**config.mk**
```make
export PLATFORM = sky130hd
export DESIGN_NAME = led_arbiter
export DESIGN_NICKNAME = d
export VERILOG_FILES = /design/src/rtl/led_arbiter.sv
export SDC_FILE = /design/constraint.sdc
export NUM_CORES = 1
export LEC_CHECK = 0
export ABC_AREA = 1
export ABC_CLOCK_PERIOD_IN_PS = 4440
export BUFFER_PORTS_ARGS = -buffer_cell sky130_fd_sc_hd__buf_2
export CAP_MARGIN = 20
export CORE_MARGIN = 1.5
export CORE_UTILIZATION = 40
export CTS_BUF_LIST = sky130_fd_sc_hd__clkbuf_4 sky130_fd_sc_hd__clkbuf_8 sky130_fd_sc_hd__clkbuf_16
export DETAILED_ROUTE_END_ITERATION = 10
export PLACE_DENSITY = 0.6
export SYNTH_ARGS = -nofsm -noshare
export SYNTH_HDL_FRONTEND = slang
export SYNTH_SLANG_ARGS = --single-unit
export TNS_END_PERCENT = 10
```
**constraint.sdc**
```tcl
create_clock -name clk -period 4.44 [get_ports clk]
set_input_delay 0.888 -clock clk [delete_from_list [all_inputs] [get_ports clk]]
set_output_delay 0.888 -clock clk [all_outputs]
set_load 0.03 [all_outputs]
```
**src/rtl/led_arbiter.sv**
```systemverilog
// Round-robin sharing of the 8-bit LED bank among four requesters: each grant shows one
// pattern for max(dur,1) cycles, then GAP_CYCLES of IDLE_PAT. Optional LED_ARB_PREEMPT_EN.
`timescale 1ns/1ps
module led_arbiter #(
   parameter logic [7:0]  IDLE_PAT   = 8'hff,
   parameter int unsigned GAP_CYCLES = 0
) (
   input  logic        clk,
   input  logic        rst_n,
   input  logic [3:0]  req_i,
   input  logic [31:0] pat_i,
   input  logic [63:0] dur_i,
   output logic [3:0]  gnt_o,
   output logic [3:0]  done_o,
   output logic [3:0]  abort_o,
   output logic        busy_o,
   output logic [7:0]  led_o
);

   typedef enum logic [1:0] {S_IDLE, S_SHOW, S_GAP} state_t;

   localparam logic [15:0] GAP_LOAD = (GAP_CYCLES == 0) ? 16'd0 : 16'(GAP_CYCLES - 1);

   state_t      r_state, w_state_nxt;
   logic [15:0] r_cnt, w_cnt_nxt;
   logic [1:0]  r_ptr, w_ptr_nxt;
   logic [7:0]  r_led, w_led_nxt;
   logic [3:0]  r_gnt, w_gnt_nxt;
   logic [3:0]  r_done, w_done_nxt;
   logic [1:0]  w_win, w_idx;
   logic        w_found;
`ifdef LED_ARB_PREEMPT_EN
   logic [3:0]  r_abort, w_abort_nxt;
`endif

   // Counter holds remaining cycles minus one, so a zero duration still shows once.
   function automatic logic [15:0] f_load(input logic [15:0] d);
      return (d == 16'd0) ? 16'd0 : d - 16'd1;
   endfunction

   always_comb begin
      w_win   = r_ptr;
      w_idx   = r_ptr;
      w_found = 1'b0;
      for (int i = 0; i < 4; i++) begin
         w_idx = r_ptr + 2'(i);
         if (!w_found && req_i[w_idx]) begin
            w_win   = w_idx;
            w_found = 1'b1;
         end
      end
   end

   always_ff @(posedge clk or negedge rst_n) begin
      if (!rst_n) begin
         r_state <= S_IDLE;
         r_cnt   <= '0;
         r_ptr   <= '0;
         r_led   <= IDLE_PAT;
         r_gnt   <= '0;
         r_done  <= '0;
`ifdef LED_ARB_PREEMPT_EN
         r_abort <= '0;
`endif
      end else begin
         r_state <= w_state_nxt;
         r_cnt   <= w_cnt_nxt;
         r_ptr   <= w_ptr_nxt;
         r_led   <= w_led_nxt;
         r_gnt   <= w_gnt_nxt;
         r_done  <= w_done_nxt;
`ifdef LED_ARB_PREEMPT_EN
         r_abort <= w_abort_nxt;
`endif
      end
   end

   always_comb begin
      w_state_nxt = r_state;
      w_cnt_nxt   = r_cnt;
      w_ptr_nxt   = r_ptr;
      w_led_nxt   = r_led;
      w_gnt_nxt   = r_gnt;
`ifdef LED_ARB_PREEMPT_EN
      w_abort_nxt = '0;
`endif
      case (r_state)
         S_IDLE: begin
            if (w_found) begin
               w_state_nxt = S_SHOW;
               w_led_nxt   = pat_i[{w_win, 3'b000} +: 8];
               w_cnt_nxt   = f_load(dur_i[{w_win, 4'b0000} +: 16]);
               w_gnt_nxt   = 4'b0001 << w_win;
               w_ptr_nxt   = w_win + 2'd1;
            end
         end
         S_SHOW: begin
`ifdef LED_ARB_PREEMPT_EN
            // Urgent requester 0 takes over mid-display; the last cycle always completes.
            if (req_i[0] && !r_gnt[0] && r_cnt != 16'd0) begin
               w_led_nxt   = pat_i[7:0];
               w_cnt_nxt   = f_load(dur_i[15:0]);
               w_gnt_nxt   = 4'b0001;
               w_abort_nxt = r_gnt;
            end else
`endif
            if (r_cnt == 16'd0) begin
               w_led_nxt   = IDLE_PAT;
               w_gnt_nxt   = '0;
               w_cnt_nxt   = GAP_LOAD;
               w_state_nxt = (GAP_CYCLES == 0) ? S_IDLE : S_GAP;
            end else begin
               w_cnt_nxt = r_cnt - 16'd1;
            end
         end
         S_GAP: begin
            if (r_cnt == 16'd0) w_state_nxt = S_IDLE;
            else                w_cnt_nxt   = r_cnt - 16'd1;
         end
         default: w_state_nxt = S_IDLE;
      endcase
   end

   always_comb begin
      w_done_nxt = (w_state_nxt == S_SHOW && w_cnt_nxt == 16'd0) ? w_gnt_nxt : 4'b0000;
      gnt_o      = r_gnt;
      done_o     = r_done;
      led_o      = r_led;
      busy_o     = (r_state != S_IDLE);
`ifdef LED_ARB_PREEMPT_EN
      abort_o    = r_abort;
`else
      abort_o    = 4'b0000;
`endif
   end

endmodule

```
==> summary.md, run 1 <==
| Metric | Value |
|---|---|
| Crit-path slowest cell | dfrtp_2 |
| Crit Path Class | flop to flop |
| Syn Area/Cell | 6.44 µm² |
| Stages on worst setup path | 29 |
| Crit Path Max Fanout | 35 |
| H-tree depth | 2 |
| Core area | 0.0114 mm² |
| Clock transition at the registers of the reported paths | 60 ps |
| Largest stage delay on the critical path | 530 ps |
| TritonRoute pass-1 iters | 5 |
| Synth cell types | 51 |
| Die area | 0.0123 mm² |
| Reg2reg setup slack | 440 ps |
| Crit path top cell by count | nand2_1 |
| Routed len/inst | 13.1 µm |
| Fillers | 1164 |
| GP Congestion | 0.939 |
| Post-synth EDFFs | 0 |
| Max-slew violations | 0 |
| Post-route setup TNS | 0 ps |
| Crit. End Element | flop |
| Input/output buffers | 118 |
| Critical path origin | r_ptr[0] |
| First-pass GRT wire length | 21900 µm |
| Sequential area share after synthesis | 19.5% |
| ANT cells | 0 |
| Die height | 111 µm |
| CTS Root Buffer Type | clkbuf_16 |
| Synth warnings | 0 |
| Asr flop ratio synth | 100% |
| Min-Delay Path Class | flop to flop |
| Nets@finish | 939 |
| Vias in the first global route | 4896 |
| M1 WL | 5760 µm |
| Total CTS buffers | 5 |
| Final period util | 90.0% |
| Final core utilization | 46.9% |
| Synthesized cell area | 0.00466 mm² |
| Cell row count | 39 |
| Worst Skew | 2.81 ps |
| Residual DRC | 0 |
| # hold bufs at CTS | 0 |
| Via count | 4954 |
| Layout cells sized above 1 | 29.9% |
| Initial antenna violation count | 0 |
| Slew headroom | 44.9% |
| IO Pins | 123 |
| CTS tree | yes |
| Fmax | 250 MHz |
| Buffer depth of the longest clock path | 2 |
| Finish-stage setup viols | 0 |
| Final Hold Fails | 0 |
| Die W | 111 µm |
| Reg-to-reg endpoint | done_o[2] |
| Via/cell ratio | 5.11 |
| # clock sinks | 36 |
| Mapped Cells | 723 |
| Status | complete, no violations |
| Synth Flop Type | dfrtp_1 |
| Startpoint types | flop |
| Reg2reg path depth | 29 |
| Final WL | 12700 µm |
| Buf/Inv on CP | 2 |
| Largest net degree at the start of global routing | 39 |
| Most frequent cells in the layout | 225 x nand2_1, 118 x buf_2, 81 x nand3_1, 70 x inv_1, 54 x nor2_1 |
| Routed wl met3 | 661 µm |
| Required time worst endpoint | 4600 ps |
| Most common cell after layout, fill and taps aside | nand2_1 |
| Worst r2r src | r_ptr[0] |
| Worst skew pair latency | 280 ps |
| Routed wl met2 | 6020 µm |
| Max-cap violations | 0 |
| Top Metal Used | met4 |
| Minimum clock period | 4000 ps |
| Layout area overhead | 14.4% |
| RSZ-0062 raised after global routing | no |
| 1st-iter DRT viols | 336 |
| CP Capture Point | done_o[2] |
| Largest delay contributor family on the critical path | simple AND/OR/NAND/NOR gates |
| Initial Utilization | 41.0% |
| Synthesis-stage register bit count | 36 |
| Global Route Usage Sum | 21.0% |
| Detail Route Antenna Nets | 0 |
| Tightest Pin Transition | 827 ps |
| GR Overflow Total | 0 |
| DP HPWL | 9950 µm |
| Worst Path Arrival | 4160 ps |
==> metrics by stage <==
| stage | hold WS (ps) | worst slack (ps) | std cells | area (µm²) |
|---|---|---|---|---|
| floorplan | 519 | 1160 | 726 | 4670 |
| global placement | 511 | 368 | 961 | 5170 |
| detailed placement | 502 | 299 | 961 | 5170 |
| CTS | 526 | 285 | 969 | 5330 |
| global route | 574 | 34.6 | 969 | 5330 |
| finish | 529 | 443 | 969 | 5330 |
==> layer usage <==
metal / track usage, % / vias to the layer above
li1: - / 2537
met1: 26.7 / 2243
met2: 36.8 / 148
met3: 2.90 / 26
met4: 6.41 / 0
met5: 0 / -
==> Yosys cell counts (12+ instances only) <==
cell     count  share of area, %
nor2_1      54               4.4
nand2_1    225                18
nand2_2     46               6.2
nand2_4     16               3.9
o21ai_0     33               3.5
dfrtp_1     28                15
ha_1        12               3.2
nand3_1     81               8.7
o22ai_1     16               2.1
inv_1       70               5.6
nor2_2      12               1.6
nand3_2     14               3.0
==> how the worst min path moves through the flow <==
stage,from,to,depth (start not counted)
after CTS,gnt_o[2],gnt_o[2],2
after floorplan,r_cnt[14],r_cnt[14],2
after detailed placement,gnt_o[2],gnt_o[2],2
after global placement,gnt_o[1],gnt_o[1],2
after global routing,gnt_o[2],gnt_o[2],2
final,gnt_o[2],gnt_o[2],2
==> logic make-up (layout without fill, tap and decap cells) <==
family / Yosys count / after routing / share of synthesized area (%)
xor+xnor: 6 / 6 / 1.13
simple gates: 471 / 471 / 51.3
compound gates: 90 / 90 / 11.9
fa+ha+maj: 12 / 12 / 3.22
flops: 36 / 36 / 19.5
buf+inv: 107 / 207 / 12.8
other cells: 1 / 4 / 0.0805
==> state kept, by name (all words and copies together), names as in the netlist <==
name	count
r_cnt	16
r_ptr	2
done_o	4
led_o	8
r_state	2
gnt_o	4
==> repair_timing <==
action / in CTS / in global routing
endpoints found under the setup margin: 0 / 4
setup buffers: 0 / 0
resized for setup: 0 / 1
==> tightest hold or removal path, stage by stage, from the launching register on <==
cell	delay, ps
dfrtp_1	350
a22oi_1	80
inv_1	70
==> area by class of cell <==
class / count / area, µm² / share of cell area (%)
clock buffers: 7 / 146 / 2.75
multi-input cells: 583 / 3160 / 59.3
repair buffers: 124 / 636 / 11.9
flip-flops and latches: 36 / 912 / 17.1
inverters: 75 / 287 / 5.38
clock inverters: 1 / 7.51 / 0.141
well taps: 143 / 179 / 3.36
Power of run 1 is left out: the tool's default activity adds up to more than one toggle a clock period on the data nets, which glitch-free logic cannot reach.
==> run 2: changes to the inputs <==
==> constraint.sdc (replaced) <==
create_clock -name clk -period 4.44 [get_ports clk]
set_input_delay 0.222 -clock clk [delete_from_list [all_inputs] [get_ports clk]]
set_output_delay 0.222 -clock clk [all_outputs]
set_load 0.03 [all_outputs]
==> summary.md, run 2 (same netlist as run 1, synthesis figures left out) <==
| Metric | Value |
|---|---|
| Status | complete, no violations |
| ANT cells | 0 |
| Final period util | 89.4% |
| Die W | 111 µm |
| Clock transition at the registers of the reported paths | 60 ps |
| Total CTS buffers | 5 |
| Minimum clock period | 3970 ps |
| Largest register FFs | 16 |
| Combined area of the multi-input logic cells | 0.00317 mm² |
| Fmax | 252 MHz |
| Worst skew pair latency | 280 ps |
| Final Hold Fails | 0 |
| DP HPWL | 10200 µm |
| Die area | 0.0123 mm² |
| Buf/Inv on CP | 3 |
| Residual DRC | 0 |
| Reg area | 912 µm² |
| Cell row count | 39 |
| Initial Utilization | 41.0% |
| GP Congestion | 0.972 |
| Core area | 0.0114 mm² |
| Crit path top cell by count | nand2_1 |
| H-tree depth | 2 |
| Largest net degree at the start of global routing | 39 |
| Crit Path Max Fanout | 31 |
| Input/output buffers | 118 |
| Global Route Usage Sum | 21.6% |
| Routed len/inst | 13.3 µm |
| Final WL | 12900 µm |
| Max-slew violations | 0 |
| First-pass GRT wire length | 22300 µm |
| Tightest Pin Transition | 817 ps |
| Via/cell ratio | 5.18 |
| Worst Path Arrival | 4180 ps |
| Layout area overhead | 14.4% |
| Fin Hold WS | 23.6 ps |
| TritonRoute pass-1 iters | 5 |
| Fillers | 1158 |
| Most common cell after layout, fill and taps aside | nand2_1 |
| Buffer depth of the longest clock path | 2 |
| Vias in the first global route | 5063 |
| Slew headroom | 45.5% |
| Die height | 111 µm |
| Post-route setup TNS | 0 ps |
| Via count | 5012 |
| Biggest register | r_cnt |
| Layout cells sized above 1 | 29.8% |
| Crit. End Element | flop |
| RSZ-0062 raised after global routing | no |
| Startpoint types | flop |
| Crit-path slowest cell | dfrtp_2 |
| Most frequent cells in the layout | 225 x nand2_1, 118 x buf_2, 81 x nand3_1, 70 x inv_1, 54 x nor2_1 |
| # hold bufs at CTS | 0 |
| CTS Root Buffer Type | clkbuf_16 |
| Finish-stage setup viols | 0 |
| Largest delay contributor family on the critical path | simple AND/OR/NAND/NOR gates |
| GR Overflow Total | 0 |
| Max-cap violations | 0 |
| Min-Delay Path Class | input pin to asynchronous set/reset pin |
| Required time worst endpoint | 4650 ps |
| IO Pins | 123 |
| Crit Path Class | flop to flop |
| CTS tree | yes |
| Nets@finish | 938 |
| Worst Skew | 4.37 ps |
| Largest stage delay on the critical path | 520 ps |
| Initial antenna violation count | 0 |
| # clock sinks | 36 |
| Detail Route Antenna Nets | 0 |
| 1st-iter DRT viols | 347 |
[run 2: changes by cell type in the layout (fill, tap and decap cells not counted)]
cell,change
nand2_8,+1
buf_4,-1
clkinv_2,+1
inv_2,-1
nand2_4,-1
[run 2: layer usage]
metal | vias up | routed length, µm | track usage (%)
met4 | 0 | 219 | 6.50
met3 | 24 | 788 | 3.94
met5 | - | 0 | 0
met1 | 2286 | 5450 | 25.9
li1 | 2533 | - | -
met2 | 169 | 6430 | 39.0
[run 2: layout make-up]
class | instances | area share (%)
clock inverters | 1 | 0.141
repair buffers | 123 | 11.8
well taps | 143 | 3.36
clock buffers | 7 | 2.75
flip-flops and latches | 36 | 17.1
inverters | 75 | 5.40
multi-input cells | 583 | 59.5
[run 2: timing repair]
item	CTS	global route
endpoints found under the setup margin	0	4
resized for setup	0	3
buffers inserted	0	0
[run 2: worst paths after layout]
path	startpoint	endpoint	slack, ps	depth (start not counted)
min in group clk	pat_i[30]	led_o[6]	330	5
max	r_ptr[0]	done_o[1]	470	28
max reg2reg	r_ptr[0]	done_o[1]	470	28
min	rst_n	r_cnt[15]	20	1
min reg2reg	gnt_o[1]	gnt_o[1]	530	2
max in group asynchronous	rst_n	r_ptr[0]	3830	1
[run 2: through the flow]
step / utilization, % / setup WS (ps) / area (µm²) / instances
finish: 46.9 / 472 / 5330 / 968
global route: 46.9 / 17.3 / 5330 / 968
CTS: 46.8 / 328 / 5320 / 968
detailed placement: 45.4 / 337 / 5170 / 960
global placement: 45.4 / 474 / 5170 / 960
floorplan: - / 1440 / 4670 / 726
Power of run 2 is left out for the same reason.
==> run 3: changes to the inputs <==
- MAX_ROUTING_LAYER: unset -> met4
- PLACE_DENSITY: 0.6 -> 0.69
==> summary.md, run 3 (same netlist as run 1, synthesis figures left out) <==
| Metric | Value |
|---|---|
| TritonRoute pass-1 iters | 5 |
| Total placed cells including tap cells | 961 |
| Max-slew violations | 0 |
| Non-Filler Instances | 969 |
| Final WL | 12300 µm |
| Minimum clock period | 3950 ps |
| Fmax | 253 MHz |
| 1st-iter DRT viols | 260 |
| Crit Path Class | flop to flop |
| Slew headroom | 48.9% |
| Final Hold Fails | 0 |
| Routed len/inst | 12.7 µm |
| Crit path top cell by count | nand2_2 |
| # resized after CTS | 0 |
| Input/output buffers | 118 |
| GR Overflow Total | 0 |
| # hold bufs at CTS | 0 |
| Most frequent cells in the layout | 225 x nand2_1, 118 x buf_2, 81 x nand3_1, 70 x inv_1, 54 x nor2_1 |
| Worst Path Arrival | 4150 ps |
| Buffer depth of the longest clock path | 2 |
| Initial antenna violation count | 0 |
| IO Pins | 123 |
| Largest register FFs | 16 |
| Crit-path slowest cell | dfrtp_1 |
| Cell row count | 39 |
| Via/cell ratio | 5.03 |
| Nets@finish | 939 |
| Max-cap violations | 0 |
| Total CTS buffers | 5 |
| Core area | 0.0114 mm² |
| Fin Hold WS | 16.5 ps |
| Global Route Usage Sum | 20.9% |
| Largest stage delay on the critical path | 480 ps |
| Initial Utilization | 41.0% |
| ANT cells | 0 |
| Reg area | 911 µm² |
| Final period util | 89.0% |
| Status | complete, no violations |
| Die height | 111 µm |
| Min-Delay Path Class | input pin to asynchronous set/reset pin |
| Layout cells sized above 1 | 29.8% |
| Biggest register | r_cnt |
| Final core utilization | 47.0% |
| CTS Root Buffer Type | clkbuf_16 |
| Post-route setup TNS | 0 ps |
| Layout area overhead | 14.7% |
| # clock sinks | 36 |
| First-pass GRT wire length | 21400 µm |
| Crit. End Element | flop |
| Via count | 4871 |
| Worst skew pair latency | 270 ps |
| Finish-stage setup viols | 0 |
| GP Congestion | 0.920 |
| Die W | 111 µm |
| RSZ-0062 raised after global routing | no |
| Residual DRC | 0 |
| Combined area of the multi-input logic cells | 0.00316 mm² |
| Vias in the first global route | 4661 |
| Die area | 0.0123 mm² |
| Crit Path Max Fanout | 31 |
| H-tree depth | 2 |
| Required time worst endpoint | 4640 ps |
| Worst Skew | 2.59 ps |
| CTS tree | yes |
| Largest delay contributor family on the critical path | simple AND/OR/NAND/NOR gates |
| Post-CTS Setup Bufs | 0 |
| Most common cell after layout, fill and taps aside | nand2_1 |
| Startpoint types | flop |
| Clock transition at the registers of the reported paths | 60 ps |
| Fillers | 1204 |
| Tightest Pin Transition | 767 ps |
| DP HPWL | 9910 µm |
| Buf/Inv on CP | 4 |
| Largest net degree at the start of global routing | 39 |
| Detail Route Antenna Nets | 0 |
-- run 3: worst paths after layout --
path | from | end | slack (ps) | cells past startpoint
worst max-delay path | r_ptr[0] | done_o[0] | 490 | 28
worst min-delay path | rst_n | r_cnt[12] | 20 | 1
worst max register to register | r_ptr[0] | done_o[0] | 490 | 28
worst min register to register | gnt_o[2] | gnt_o[2] | 510 | 2
max in group asynchronous | rst_n | done_o[0] | 3930 | 1
min in group clk | pat_i[26] | led_o[2] | 350 | 5
-- run 3: per-layer routing --
layer	part of all wire [%]	track usage, %
met3	6.6	3.83
met4	1.5	4.79
met1	45	26.5
met5	0	-
met2	47	34.9
-- run 3: through the flow --
stage | setup slack (ps) | cell area, µm²
6_report | 490 | 5350
5_1_grt | 75.7 | 5350
4_1_cts | 498 | 5350
3_5_place_dp | 513 | 5170
3_3_place_gp | 592 | 5170
2_1_floorplan | 1440 | 4670
-- run 3: layout make-up --
| class | count | area share [%] |
|---|---|---|
| clock buffer | 5 | 2.34 |
| multi-input combinational | 583 | 59.2 |
| tap | 143 | 3.35 |
| inverter | 75 | 5.36 |
| clock inverter | 3 | 0.866 |
| timing repair buffer | 124 | 11.9 |
| sequential | 36 | 17.0 |
Power of run 3 is left out for the same reason.
